File: src/rtl/ring_osc_meter.sv
// Gated frequency meter: counts synchronized osc_in rising edges over GATE_CYCLES clk cycles.
// Optional stuck-oscillator flag enabled by defining RING_OSC_METER_STUCK_DETECT_EN.
module ring_osc_meter #(
  parameter int GATE_CYCLES = 1000,
  parameter int CNT_W       = 16
) (
  input  logic             clk,
  input  logic             rst,
  input  logic             osc_in,
  input  logic             start,
  output logic             busy,
  output logic             valid,
  input  logic             ack,
`ifdef RING_OSC_METER_STUCK_DETECT_EN
  output logic             stuck,
`endif
  output logic [CNT_W-1:0] count,
  output logic             overflow
);

  localparam int TW = 24;
  localparam logic [TW-1:0]    LAST_TICK = TW'(GATE_CYCLES - 1);
  localparam logic [CNT_W-1:0] CNT_MAX   = '1;

  typedef enum logic [1:0] {IDLE, GATE, DONE} state_t;

  state_t          state, state_d;
  logic            sync1, sync2, sync_prev;
  logic            edge_det;
  logic [TW-1:0]   timer;
  logic [CNT_W-1:0] edge_cnt, edge_cnt_d;
  logic            ovf_run, ovf_run_d;
  logic            last_tick;

  // Two-flop synchronizer plus one edge-detect register; all cleared so a
  // high osc_in after reset must travel the full chain before it counts.
  // NOTE: sequential state always uses non-blocking assignments so every
  // flop samples pre-edge values regardless of statement order.
  always_ff @(posedge clk or posedge rst) begin
    if (rst) begin
      sync1     <= 1'b0;
      sync2     <= 1'b0;
      sync_prev <= 1'b0;
    end else begin
      sync1     <= osc_in;
      sync2     <= sync1;
      sync_prev <= sync2;
    end
  end

  assign edge_det  = sync2 & ~sync_prev;
  assign last_tick = (timer == LAST_TICK);

  // Saturating edge counter; an edge arriving at full scale marks overflow.
  always_comb begin
    // NOTE: every always_comb output gets a default first, so no path can
    // leave it unassigned and infer a latch.
    edge_cnt_d = edge_cnt;
    ovf_run_d  = ovf_run;
    if (edge_det) begin
      if (edge_cnt == CNT_MAX) ovf_run_d  = 1'b1;
      else                     edge_cnt_d = edge_cnt + 1'b1;
    end
  end

  always_ff @(posedge clk or posedge rst) begin
    if (rst) state <= IDLE;
    else     state <= state_d;
  end

  always_comb begin
    state_d = state;
    unique case (state)
      IDLE:    if (start)     state_d = GATE;
      GATE:    if (last_tick) state_d = DONE;
      DONE:    if (ack)       state_d = IDLE;
      default:                state_d = IDLE;
    endcase
  end

  assign busy  = (state == GATE);
  assign valid = (state == DONE);

`ifdef RING_OSC_METER_STUCK_DETECT_EN
  logic stuck_q;
  assign stuck = stuck_q;
`endif

  // Result registers capture the final-cycle counter value (including an
  // edge seen in that cycle) on the same clock that state enters DONE.
  always_ff @(posedge clk or posedge rst) begin
    if (rst) begin
      timer    <= '0;
      edge_cnt <= '0;
      ovf_run  <= 1'b0;
      count    <= '0;
      overflow <= 1'b0;
`ifdef RING_OSC_METER_STUCK_DETECT_EN
      stuck_q  <= 1'b0;
`endif
    end else begin
      unique case (state)
        IDLE: begin
          if (start) begin
            timer    <= '0;
            edge_cnt <= '0;
            ovf_run  <= 1'b0;
            count    <= '0;
            overflow <= 1'b0;
`ifdef RING_OSC_METER_STUCK_DETECT_EN
            stuck_q  <= 1'b0;
`endif
          end
        end
        GATE: begin
          timer    <= timer + 1'b1;
          edge_cnt <= edge_cnt_d;
          ovf_run  <= ovf_run_d;
          if (last_tick) begin
            count    <= edge_cnt_d;
            overflow <= ovf_run_d;
`ifdef RING_OSC_METER_STUCK_DETECT_EN
            stuck_q  <= (edge_cnt_d < CNT_W'(2));
`endif
          end
        end
        default: ;
      endcase
    end
  end

endmodule

File: config.mk
export PLATFORM = sky130hd
export DESIGN_NAME = ring_osc_meter
export DESIGN_NICKNAME = d
export VERILOG_FILES = /design/src/rtl/ring_osc_meter.sv
export SDC_FILE = /design/constraint.sdc
export NUM_CORES = 1
export LEC_CHECK = 0
export BUFFER_PORTS_ARGS = -buffer_cell sky130_fd_sc_hd__buf_2
export CORE_MARGIN = 2
export CORE_UTILIZATION = 45
export DETAILED_ROUTE_END_ITERATION = 8
export GPL_TIMING_DRIVEN = 0
export PLACE_DENSITY = 0.58
export SYNTH_ARGS = -nofsm -noshare
export SYNTH_HDL_FRONTEND = slang
export SYNTH_SLANG_ARGS = --single-unit
File: constraint.sdc
create_clock -name clk -period 3.75 [get_ports clk]
set_input_delay 0.1875 -clock clk [delete_from_list [all_inputs] [get_ports clk]]
set_output_delay 0.1875 -clock clk [all_outputs]
set_load 0.01 [all_outputs]
## Yosys cells after proc, flatten, opt, wreduce, memory -nomap -nowiden

Cells that the tools add are included.

| cells by class | value |
|---|---|
| bitwise operators | 2 |
| muxes and demuxes | 18 |
| add/sub/neg operators | 2 |
| reductions and logical operators | 5 |
| eq/ne operators | 7 |

Operators with widths:

| kind | number |
|---|---|
| $mux W16 | 4 |
| $pmux W16 S2 | 2 |
| $pmux W24 S2 | 1 |
| $add A24 B1 Y24 const B | 1 |
| $eq A24 B10 Y1 const B | 1 |
| $mux W24 | 1 |
| $add A16 B1 Y16 const B | 1 |
| $eq A16 B16 Y1 const B | 1 |
| $mux W2 | 3 |
| $pmux W2 S3 | 1 |
| $reduce_and A3 Y1 | 2 |
| $mux W1 | 4 |
| $ne A2 B1 Y1 const B | 2 |
| $pmux W1 S2 | 2 |
| $eq A2 B1 Y1 const B | 1 |
| $eq A2 B2 Y1 const B | 1 |
| $logic_not A2 Y1 | 1 |
| $ne A2 B2 Y1 const B | 1 |
| $reduce_and A2 Y1 | 1 |
| $reduce_bool A2 Y1 | 1 |
| $and A1 B1 Y1 | 1 |
| $not A1 Y1 | 1 |

| word-level totals | value |
|---|---|
| bits of input ports | 5 |
| logic and storage cells | 43 |
| output and inout port bits | 19 |
| bits in registers | 63 |

## Longest topological paths before layout

Gate-level depths: netlist of run 1.

| depth | value |
|---|---|
| depth in word-level cells | 5 |
| depth in mapped cells | 7 |
| gate-level depth less buffers | 6 |

## Worst setup path after synthesis of run 1

OpenSTA, ideal clock, no wires.

| path | value |
|---|---|
| kind | reg-to-reg |
| start point | register edge_cnt[0] |
| end point | register count[6] |
| period minus slack after synthesis | 1,923 ps |
| cell stages (with the launch flop) | 8 |
| library setup time | 119 ps |
| slack | 1,827 ps |
| arrival | 1,804 ps |
| buffers on the path | 1 |
| required time | 3,631 ps |
| path through | dfrtp_1 ha_1 nand3_2 or4_1 clkbuf_1 nand2_1 xor2_1 o21ai_2 |

| between the ends | value |
|---|---|
| cells in the longest elaborated chain, start to end | 5 |
| elaborated cells on any way between the ends | 6 |
| those cells by class | add/sub: 1; eq/ne: 1; mux: 4 |

Ends and longest elaborated chain:

| item | RTL line | RTL |
|---|---|---|
| start: declaration | 31 | `logic [CNT_W-1:0] edge_cnt, edge_cnt_d;` |
| start signal: assignment | 117 | `edge_cnt <= edge_cnt_d;` |
| $add A16 B1 Y16 or $eq A16 B16 Y1 (tied branches) | 62, 61 |  |
| $mux W16 (*) | 61 | `if (edge_cnt == CNT_MAX) ovf_run_d = 1'b1;` |
| $mux W16 (*) | 60 | `if (edge_det) begin` |
| $mux W16 (*) | 119 | `if (last_tick) begin` |
| $pmux W16 S2 (*) | 102 | `unique case (state)` |
| end signal: assignment | 120 | `count <= edge_cnt_d;` |
| end: declaration | 17 | `output logic [CNT_W-1:0] count,` |

Every way passes the cells marked *; elsewhere a longest branch is shown, timed or not. The select of a mux whose other input is x is not followed.
A chain may end at the register's enable or synchronous reset.

## Worst setup path after layout of run 1

| path | value |
|---|---|
| start point | register timer[7] |
| end point | register count[12] |

| between the ends | value |
|---|---|
| cells in the longest elaborated chain, start to end | 3 |

Ends and longest elaborated chain:

| item | RTL line | RTL |
|---|---|---|
| start: declaration | 30 | `logic [TW-1:0] timer;` |
| start signal: assignment | 116 | `timer <= timer + 1'b1;` |
| $eq A24 B10 Y1 | 52 | `assign last_tick = (timer == LAST_TICK);` |
| $ne A2 B1 Y1 (no source line) | n/a |  |
| $reduce_and A3 Y1 (no source line) | n/a |  |

Every way passes these cells.

==> metrics.txt, run 1 <==
layout cell share with drive strength beyond 1=0.178; Met2 Wirelength=3.58 mm; fin crit share=0.598; DR vias=2680; DP HPWL=5.21 mm; Syn. warnings=0; Resized Gates After CTS=0; total core area=7140 um2; Top FF cell, synth=dfrtp_1; largest family of logic cells by synthesized area=simple AND/OR/NAND/NOR gates; Mapped Nets=347; Routed WL=7.51 mm; crit path DAT=2490 ps; simple-gate area share of the yosys netlist=0.238; global-route wire length before repair=12.8 mm; pin count of the biggest net entering global routing=42; type of the worst min-delay path=in2reg; met3 WL post-DR=207 um; clk_lat worst skew=350 ps; 1st-pass router iterations=4; Compound-Gate Fraction of Synth Area=0.178; Chip Width=89.2 um; maximum VDD drop=211 uV; run status=finished clean; Cell variety after synth=51; # IOs=24; Initial Util=0.458; crit start category=flip-flop; largest area contributor in the netlist=dfrtp_1; Post-synth ARST share=1.00; initial antenna violation count=0; biggest fanout along the worst timing path=10; most common cell after layout, fill and taps aside=dfrtp_1; Worst path slowest cell=a31oi_2; number of synthesized flops with an enable pin=0; Power Dens Cells=477 nW/um2; XOR/XNOR share of the synthesized area=0.0295; CTS Buf Count=9; number of global-route vias before repair=2652; Die Y=89.2 um; initial DRC count=150; Cells after Synth=340; most frequent cells in the layout=63 x dfrtp_1, 56 x nand2_1, 30 x buf_2, 30 x o21ai_0, 17 x nor2_1; worst path required time=4000 ps; fin crit period=2240 ps; Post-DRT Antenna Nets=0; GRT Util Overall=0.211; Fin Clk Skew=13.1 ps; IO buf count=23; Slew Limit Fails=0; Root Buffer=clkbuf_8; Clock Tree Buf Depth=2; FP Rows=31; Leak Pwr=1.68 nW; Ant. Diodes=0; Worst Path Class, Setup=reg2reg; CTS tree=done; Synth area leaders=dfrtp_1 48%, nand2_1 6.4%, o21ai_0 4.6%; sequential share of the synthesized area=0.482; routed len/inst=15.6 um; H-tree depth=3; clk sinks=63; Worst-path clk slew=70 ps; Rel. slew slack=0.542; Setup Viol. Count Final=0; die footprint=7960 um2; final number of hold-violating endpoints=0; post-synthesis adder-cell area fraction=0.00765; post-synth top area share=0.482; FF+latch count, synth=63; max cap viols=0; Pwr Total=1.79 mW; global route overflow=0; GP Congestion=0.825; setup TNS=0 ps; uppermost layer routed=met4; residual DRC count=0; post-synthesis mux area share=0.0367; synth-to-layout area growth=14.5%; nets=384; Avg Vias per Cell=5.58; crit-path max cell delay=530 ps; actual slew at the worst max-slew pin=685 ps; syn avg cell area=9.62 um2; met1 WL=3.52 mm; endpoint type of the worst setup path=flip-flop; Max Freq=0.446 GHz; RSZ-0062 raised after global routing=no; mapped cell area=3270 um2; Cell Chain, Critical Path=and3_1, and4_1, a31oi_2, clkbuf_1, nand2_1, o31ai_1
[cell usage after synthesis (3+ instances only)]
master / instances
dfrtp_1: 63
nand2_1: 56
o21ai_0: 30
nor2_1: 17
nand3_1: 14
mux2i_1: 12
nand4_1: 11
a21oi_1: 10
o31ai_1: 10
and3_1: 9
o21ai_2: 9
nor4_1: 8
buf_2: 7
clkbuf_1: 7
xnor2_1: 7
o211ai_1: 5
a31oi_1: 4
and4_1: 4
inv_1: 4
o21ai_1: 4
xor2_1: 4
a21o_1: 3
nor3_1: 3
or4_1: 3
[layer usage]
metal  GRT usage  vias to the layer above
li1            -                     1338
met1       0.274                     1280
met2       0.337                       42
met3      0.0416                       20
met4       0.106                        0
met5           0                        -
[final cells by class]
class	count	area [um2]
Timing Repair Buffer	26	155
Inverter	4	15.0
Buffer	16	76.3
Clock inverter	4	45.0
Clock buffer	11	151
Multi-Input combinational cell	257	1600
Tap cell	99	124
Fill cell	727	3390
Sequential cell	63	1580
[worst max-delay path, delay by kind of cell (launching register included)]
family / cells / cell delay [ps]
simple gates: 3 / 600
compound gates: 2 / 620
buf+inv: 1 / 510
flops: 1 / 410
[state kept, by name, indices dropped and copies added, names as in the netlist]
signal / cells
sync1: 1
sync2: 1
ovf_run: 1
timer: 24
state: 2
sync_prev: 1
overflow: 1
edge_cnt: 16
count: 16
[final timing paths]
check                          from  slack, ps         to  cells after the start
setup / recovery           timer[7]       1510  count[12]                      6
hold / removal                  ack         30   state[1]                      2
setup reg to reg           timer[7]       1510  count[12]                      6
hold reg to reg               sync1        360      sync2                      0
max in group asynchronous       rst       2740   count[4]                      4
min in group asynchronous       rst        420  timer[17]                      3
[report_power, final]
group	internal, mW	switching (mW)
Sequential	0.771	0.0968
Clock	0.336	0.268
Combinational	0.132	0.181
Total	1.24	0.546
[cell families (layout without fill, tap and decap cells)]
group	Yosys count	in the layout
buffers and inverters	20	61
muxes	12	12
xor gates and xnor gates	11	11
and+or+nand+nor	145	145
AOI/OAI and AO/OA	87	87
adders and majority gates	2	2
DFF	63	63
[stage by stage]
| stage | cell area (um2) | instances | setup slack [ps] | hold slack (ps) | utilization |
|---|---|---|---|---|---|
| 2_1_floorplan | 3270 | 340 | 1830 | 219 | - |
| 3_3_place_gp | 3510 | 462 | 1110 | 296 | 0.492 |
| 3_5_place_dp | 3530 | 463 | 1520 | 255 | 0.494 |
| 4_1_cts | 3740 | 480 | 1510 | 24.1 | 0.525 |
| 5_1_grt | 3740 | 480 | 1320 | 36.4 | 0.525 |
| 6_report | 3740 | 480 | 1510 | 26.7 | 0.525 |
[timing repair]
action	CTS	global route
buffers inserted	0	0
hold buffers	2	0
endpoints found under the hold margin	23	0
No activity file was read; power rests on OpenSTA's default activity.
==> inputs of run 2 (changes only) <==
- clock period: 3.75 -> 2.35 ns (I/O delays scaled with it)
==> metrics.txt, run 2 (synthesized netlist as in run 1, its figures left out) <==
run status=finished clean; routed len/inst=15.7 um; initial DRC count=146; met1 WL=3.51 mm; most common cell after layout, fill and taps aside=dfrtp_1; Worst path slowest cell=buf_1; # IOs=24; Leak Pwr=1.69 nW; worst setup margin=179 ps; Setup Viol. Count Final=0; 1st-pass router iterations=4; Worst-path clk slew=70 ps; Top reg by flops=timer; RSZ-0062 raised after global routing=no; Fin Clk Skew=13.1 ps; Avg Vias per Cell=5.61; DR vias=2699; met3 WL post-DR=214 um; max cap viols=0; uppermost layer routed=met4; crit start category=flip-flop; most frequent cells in the layout=63 x dfrtp_1, 56 x nand2_1, 30 x buf_2, 30 x o21ai_0, 17 x nor2_1; actual slew at the worst max-slew pin=687 ps; Root Buffer=clkbuf_8; final number of hold-violating endpoints=0; Worst Path Class, Setup=reg2out; Slew Limit Fails=0; IO buf count=23; GP Congestion=0.825; Filler cells=724; fin crit period=2170 ps; GRT Util Overall=0.211; CTS Buf Count=9; Max Freq=0.461 GHz; Ant. Diodes=0; H-tree depth=3; DP HPWL=5.21 mm; CTS tree=done; crit-path max cell delay=480 ps; global-route wire length before repair=12.8 mm; Cell Chain, Critical Path=nand2b_1, buf_2, inv_1, buf_1, buf_2; worst path bufs/invs=4; Initial Util=0.458; maximum VDD drop=336 uV; Final Core Density=0.527; die footprint=7960 um2; max reg flops=24; Routed WL=7.53 mm; Most common cell on crit path=buf_2; type of the worst min-delay path=in2reg; number of global-route vias before repair=2653; crit path DAT=2050 ps; Chip Width=89.2 um; nets=385; pin count of the biggest net entering global routing=42; worst path required time=2230 ps; total core area=7140 um2; initial antenna violation count=0; Clock Tree Buf Depth=2; FP Rows=31; residual DRC count=0; biggest fanout along the worst timing path=10; fin crit share=0.924; global route overflow=0; Post-DRT Antenna Nets=0; Die Y=89.2 um; dpl ws=118 ps; synth-to-layout area growth=15.0%; clk sinks=63; Power Dens Cells=758 nW/um2; layout cell share with drive strength beyond 1=0.183; Met2 Wirelength=3.60 mm; endpoint type of the worst setup path=output pin; family with the most delay on the worst path=buffers and inverters; Rel. slew slack=0.540; biggest regs=timer: 24 flops, count: 16 flops, edge_cnt: 16 flops; clk_lat worst skew=350 ps
## run 2: cell type report
class,count,area (um2),area share
plain buffers,16,77.6,0.0206
clock buffers,11,151,0.0403
clock inverters,4,45.0,0.0120
inverters,4,15.0,0.00399
multi-input cells,257,1600,0.427
flip-flops and latches,63,1580,0.419
well taps,99,124,0.0330
repair buffers,27,165,0.0439
## run 2: path summary, 6_finish.rpt
check                                 start         to  slack (ps)  depth (start not counted)
min in group asynchronous               rst  timer[17]         350                          3
worst min register to register        sync1      sync2         360                          0
worst max-delay path               state[1]       busy         180                          5
worst max register to register  edge_cnt[0]   count[6]         200                          7
worst min-delay path                  start   timer[6]         270                          4
max in group asynchronous               rst   count[4]        1410                          4
## run 2: worst reg2reg max path: stages (launching register included)
cell	delay, ps
dfrtp_1	440
ha_2	290
nand3_2	190
or4_1	540
clkbuf_1	190
nand2_1	130
xor2_1	190
o21ai_2	60
## run 2: power breakdown
group	total [mW]	switching (mW)	internal (mW)
clock network	0.959	0.423	0.536
logic	0.507	0.291	0.215
registers	1.38	0.155	1.23
total	2.85	0.869	1.98
## run 2: layer usage
layer  global-route usage  up-vias
met1                0.274     1305
met3               0.0416       20
li1                     -     1334
met2                0.337       40
met4                0.106        0
met5                    0        -
## run 2: stage by stage
| step | TNS [ps] | power [mW] | area [um2] | instances | hold WS, ps |
|---|---|---|---|---|---|
| after floorplan | 0 | 1.74 | 3270 | 340 | 149 |
| after global placement | -13490 | 1.88 | 3510 | 462 | 226 |
| after detailed placement | 0 | 1.91 | 3530 | 463 | 185 |
| after CTS | 0 | 2.88 | 3750 | 481 | 259 |
| after global routing | 0 | 3.02 | 3760 | 481 | 302 |
| final | 0 | 2.85 | 3760 | 481 | 269 |
## run 2: what timing repair did
action,CTS,global route
endpoints found under the setup margin,0,10
gates resized for setup,0,3
hold endpoints to repair,24,0
setup buffers,0,0
hold buffers,3,0
==> inputs of run 3 (changes only) <==
- ABC_AREA: unset -> 1
==> metrics.txt, run 3 <==
run status=finished clean; max reg flops=24; clk sinks=63; Post-DRT Antenna Nets=0; sequential share of the synthesized area=0.446; number of synthesized flops with an enable pin=0; share of total power in the clock network=0.249; fin crit period=1790 ps; Avg Vias per Cell=5.01; nets=521; mapped cell area=3530 um2; total core area=7650 um2; Worst-path clk slew=70 ps; CTS tree=done; residual DRC count=0; crit start category=flip-flop; biggest fanout along the worst timing path=5; hold_ws=198 ps; Fin Clk Skew=8.81 ps; layout cell share with drive strength beyond 1=0.162; Cells after Synth=476; Net Sw Power=1.67 mW; global route overflow=0; DR vias=3109; Leak Pwr=2.01 nW; fin crit share=0.763; RSZ-0062 raised after global routing=no; type of the worst min-delay path=in2reg; register area=1580 um2; FF+latch count, synth=63; Die Y=92.6 um; postcts setup bufs=0; global-route wire length before repair=14.5 mm; Ant. Diodes=0; GRT Util Overall=0.217; multi-input logic area=1650 um2; Mapped Nets=483; most common cell after layout, fill and taps aside=nand2_1; count leader, synth=nand2_1; Syn. warnings=0; clk_lat worst skew=340 ps; number of global-route vias before repair=3125; CTS Buf Count=9; Cell variety after synth=33; routed len/inst=13.7 um; die footprint=8570 um2; Rel. slew slack=0.397; endpoint type of the worst setup path=flip-flop; most frequent cells in the layout=129 x nand2_1, 68 x nand3_1, 63 x dfrtp_1, 47 x inv_1, 36 x nor2_1; Chip Width=92.6 um; pin count of the biggest net entering global routing=42; Seq pwr share=0.422; initial antenna violation count=0; post-synth top area share=0.446; Resized Gates After CTS=0; sw frac=0.391; Max Freq=0.558 GHz; Worst Path Class, Setup=reg2reg; Root Buffer=clkbuf_8; crit path DAT=2020 ps; biggest regs=timer: 24 flops, count: 16 flops, edge_cnt: 16 flops; Slew Limit Fails=0; logic gate share of total power=0.329; Routed WL=8.51 mm; FP Rows=32; Top reg by flops=timer; FF-to-FF setup slack=560 ps; Post-synth ARST share=1.00; setup TNS=0 ps; dpl ws=597 ps; worst path required time=2580 ps; Pint=2.60 mW; Synth area leaders=dfrtp_1 45%, nand2_1 14%, nand3_1 9.6%; maximum VDD drop=475 uV; 1st-pass router iterations=4; Clock Tree Buf Depth=2; actual slew at the worst max-slew pin=903 ps; Initial Util=0.462; most frequent cells after synthesis=129 x nand2_1, 68 x nand3_1, 63 x dfrtp_1; final number of hold-violating endpoints=0; DP HPWL=6.20 mm; Power Dens Cells=1050 nW/um2; synth-to-layout area growth=14.8%; # placed instances=602; max cap viols=0; GP Congestion=0.899; Final Core Density=0.530; IO buf count=23; hold_buf cts=3; H-tree depth=3; # IOs=24; post-route insts no fill=621; Setup Viol. Count Final=0; largest area contributor in the netlist=dfrtp_1; initial DRC count=161; Top FF cell, synth=dfrtp_1; worst setup margin=557 ps; Filler cells=761; syn avg cell area=7.42 um2
[run 3: cell types whose count changed in the layout (fill, tap and decap cells not counted), sizes merged, moves of 10 or more]
cell / before / now
nand2: 56 / 137
inv: 4 / 59
nand3: 15 / 70
nor2: 17 / 46
mux2i: 12 / 1
nor4: 10 / 0
[run 3: critical path: stages (launching register included)]
cell	delay [ps]
dfrtp_1	410
ha_1	190
nand2_1	90
inv_1	130
nand2_1	140
nor2_4	150
nand4_1	170
nor2_1	170
nand2_1	90
nand3_1	70
o21ai_1	60
[run 3: logic make-up (layout without fill, tap and decap cells)]
family | count (synthesis) | count (layout) | share of synthesized area
AO/OA/AOI/OAI | 56 | 56 | 0.0808
XOR/XNOR | 7 | 7 | 0.0174
adder cells (fa/ha/maj) | 2 | 2 | 0.00708
buffers and inverters | 72 | 115 | 0.0854
flip-flops | 63 | 63 | 0.446
multiplexers | 2 | 2 | 0.00602
AND/OR/NAND/NOR | 274 | 274 | 0.357
[run 3: metal layers]
metal	track usage	up-vias	share of wire
met3	0.0496	17	0.031
met1	0.271	1438	0.46
met2	0.362	47	0.49
met5	0	-	0
met4	0.0908	0	0.026
li1	-	1607	-
[run 3: power groups by stage]
stage          sequential, mW  combinational, mW  clock [mW]
2_1_floorplan            1.81              0.986           0
3_3_place_gp             1.80               1.38           0
3_5_place_dp             1.81               1.42           0
4_1_cts                  1.80               1.43        1.09
5_1_grt                  1.86               1.63        1.14
6_report                 1.80               1.41        1.06
[run 3: final timing paths]
| path | from | to | cells past startpoint |
|---|---|---|---|
| hold reg to reg | sync1 | sync2 | 0 |
| max in group asynchronous | rst | count[2] | 4 |
| setup / recovery | timer[0] | timer[18] | 10 |
| min in group asynchronous | rst | state[1] | 3 |
| setup reg to reg | timer[0] | timer[18] | 10 |
| hold / removal | start | timer[15] | 4 |
[run 3: layout make-up]
type | instances | area share
clock buffer | 9 | 0.0306
buffer | 12 | 0.0185
clock inverter | 7 | 0.0241
timing repair buffer | 27 | 0.0426
multi-input combinational | 341 | 0.408
sequential | 63 | 0.389
tap | 102 | 0.0315
inverter | 60 | 0.0559
[run 3: stage by stage]
step | power [mW] | instance area [um2]
CTS | 4.31 | 4050
global placement | 3.18 | 3770
detailed placement | 3.23 | 3800
floorplan | 2.80 | 3530
global route | 4.63 | 4050
finish | 4.27 | 4050
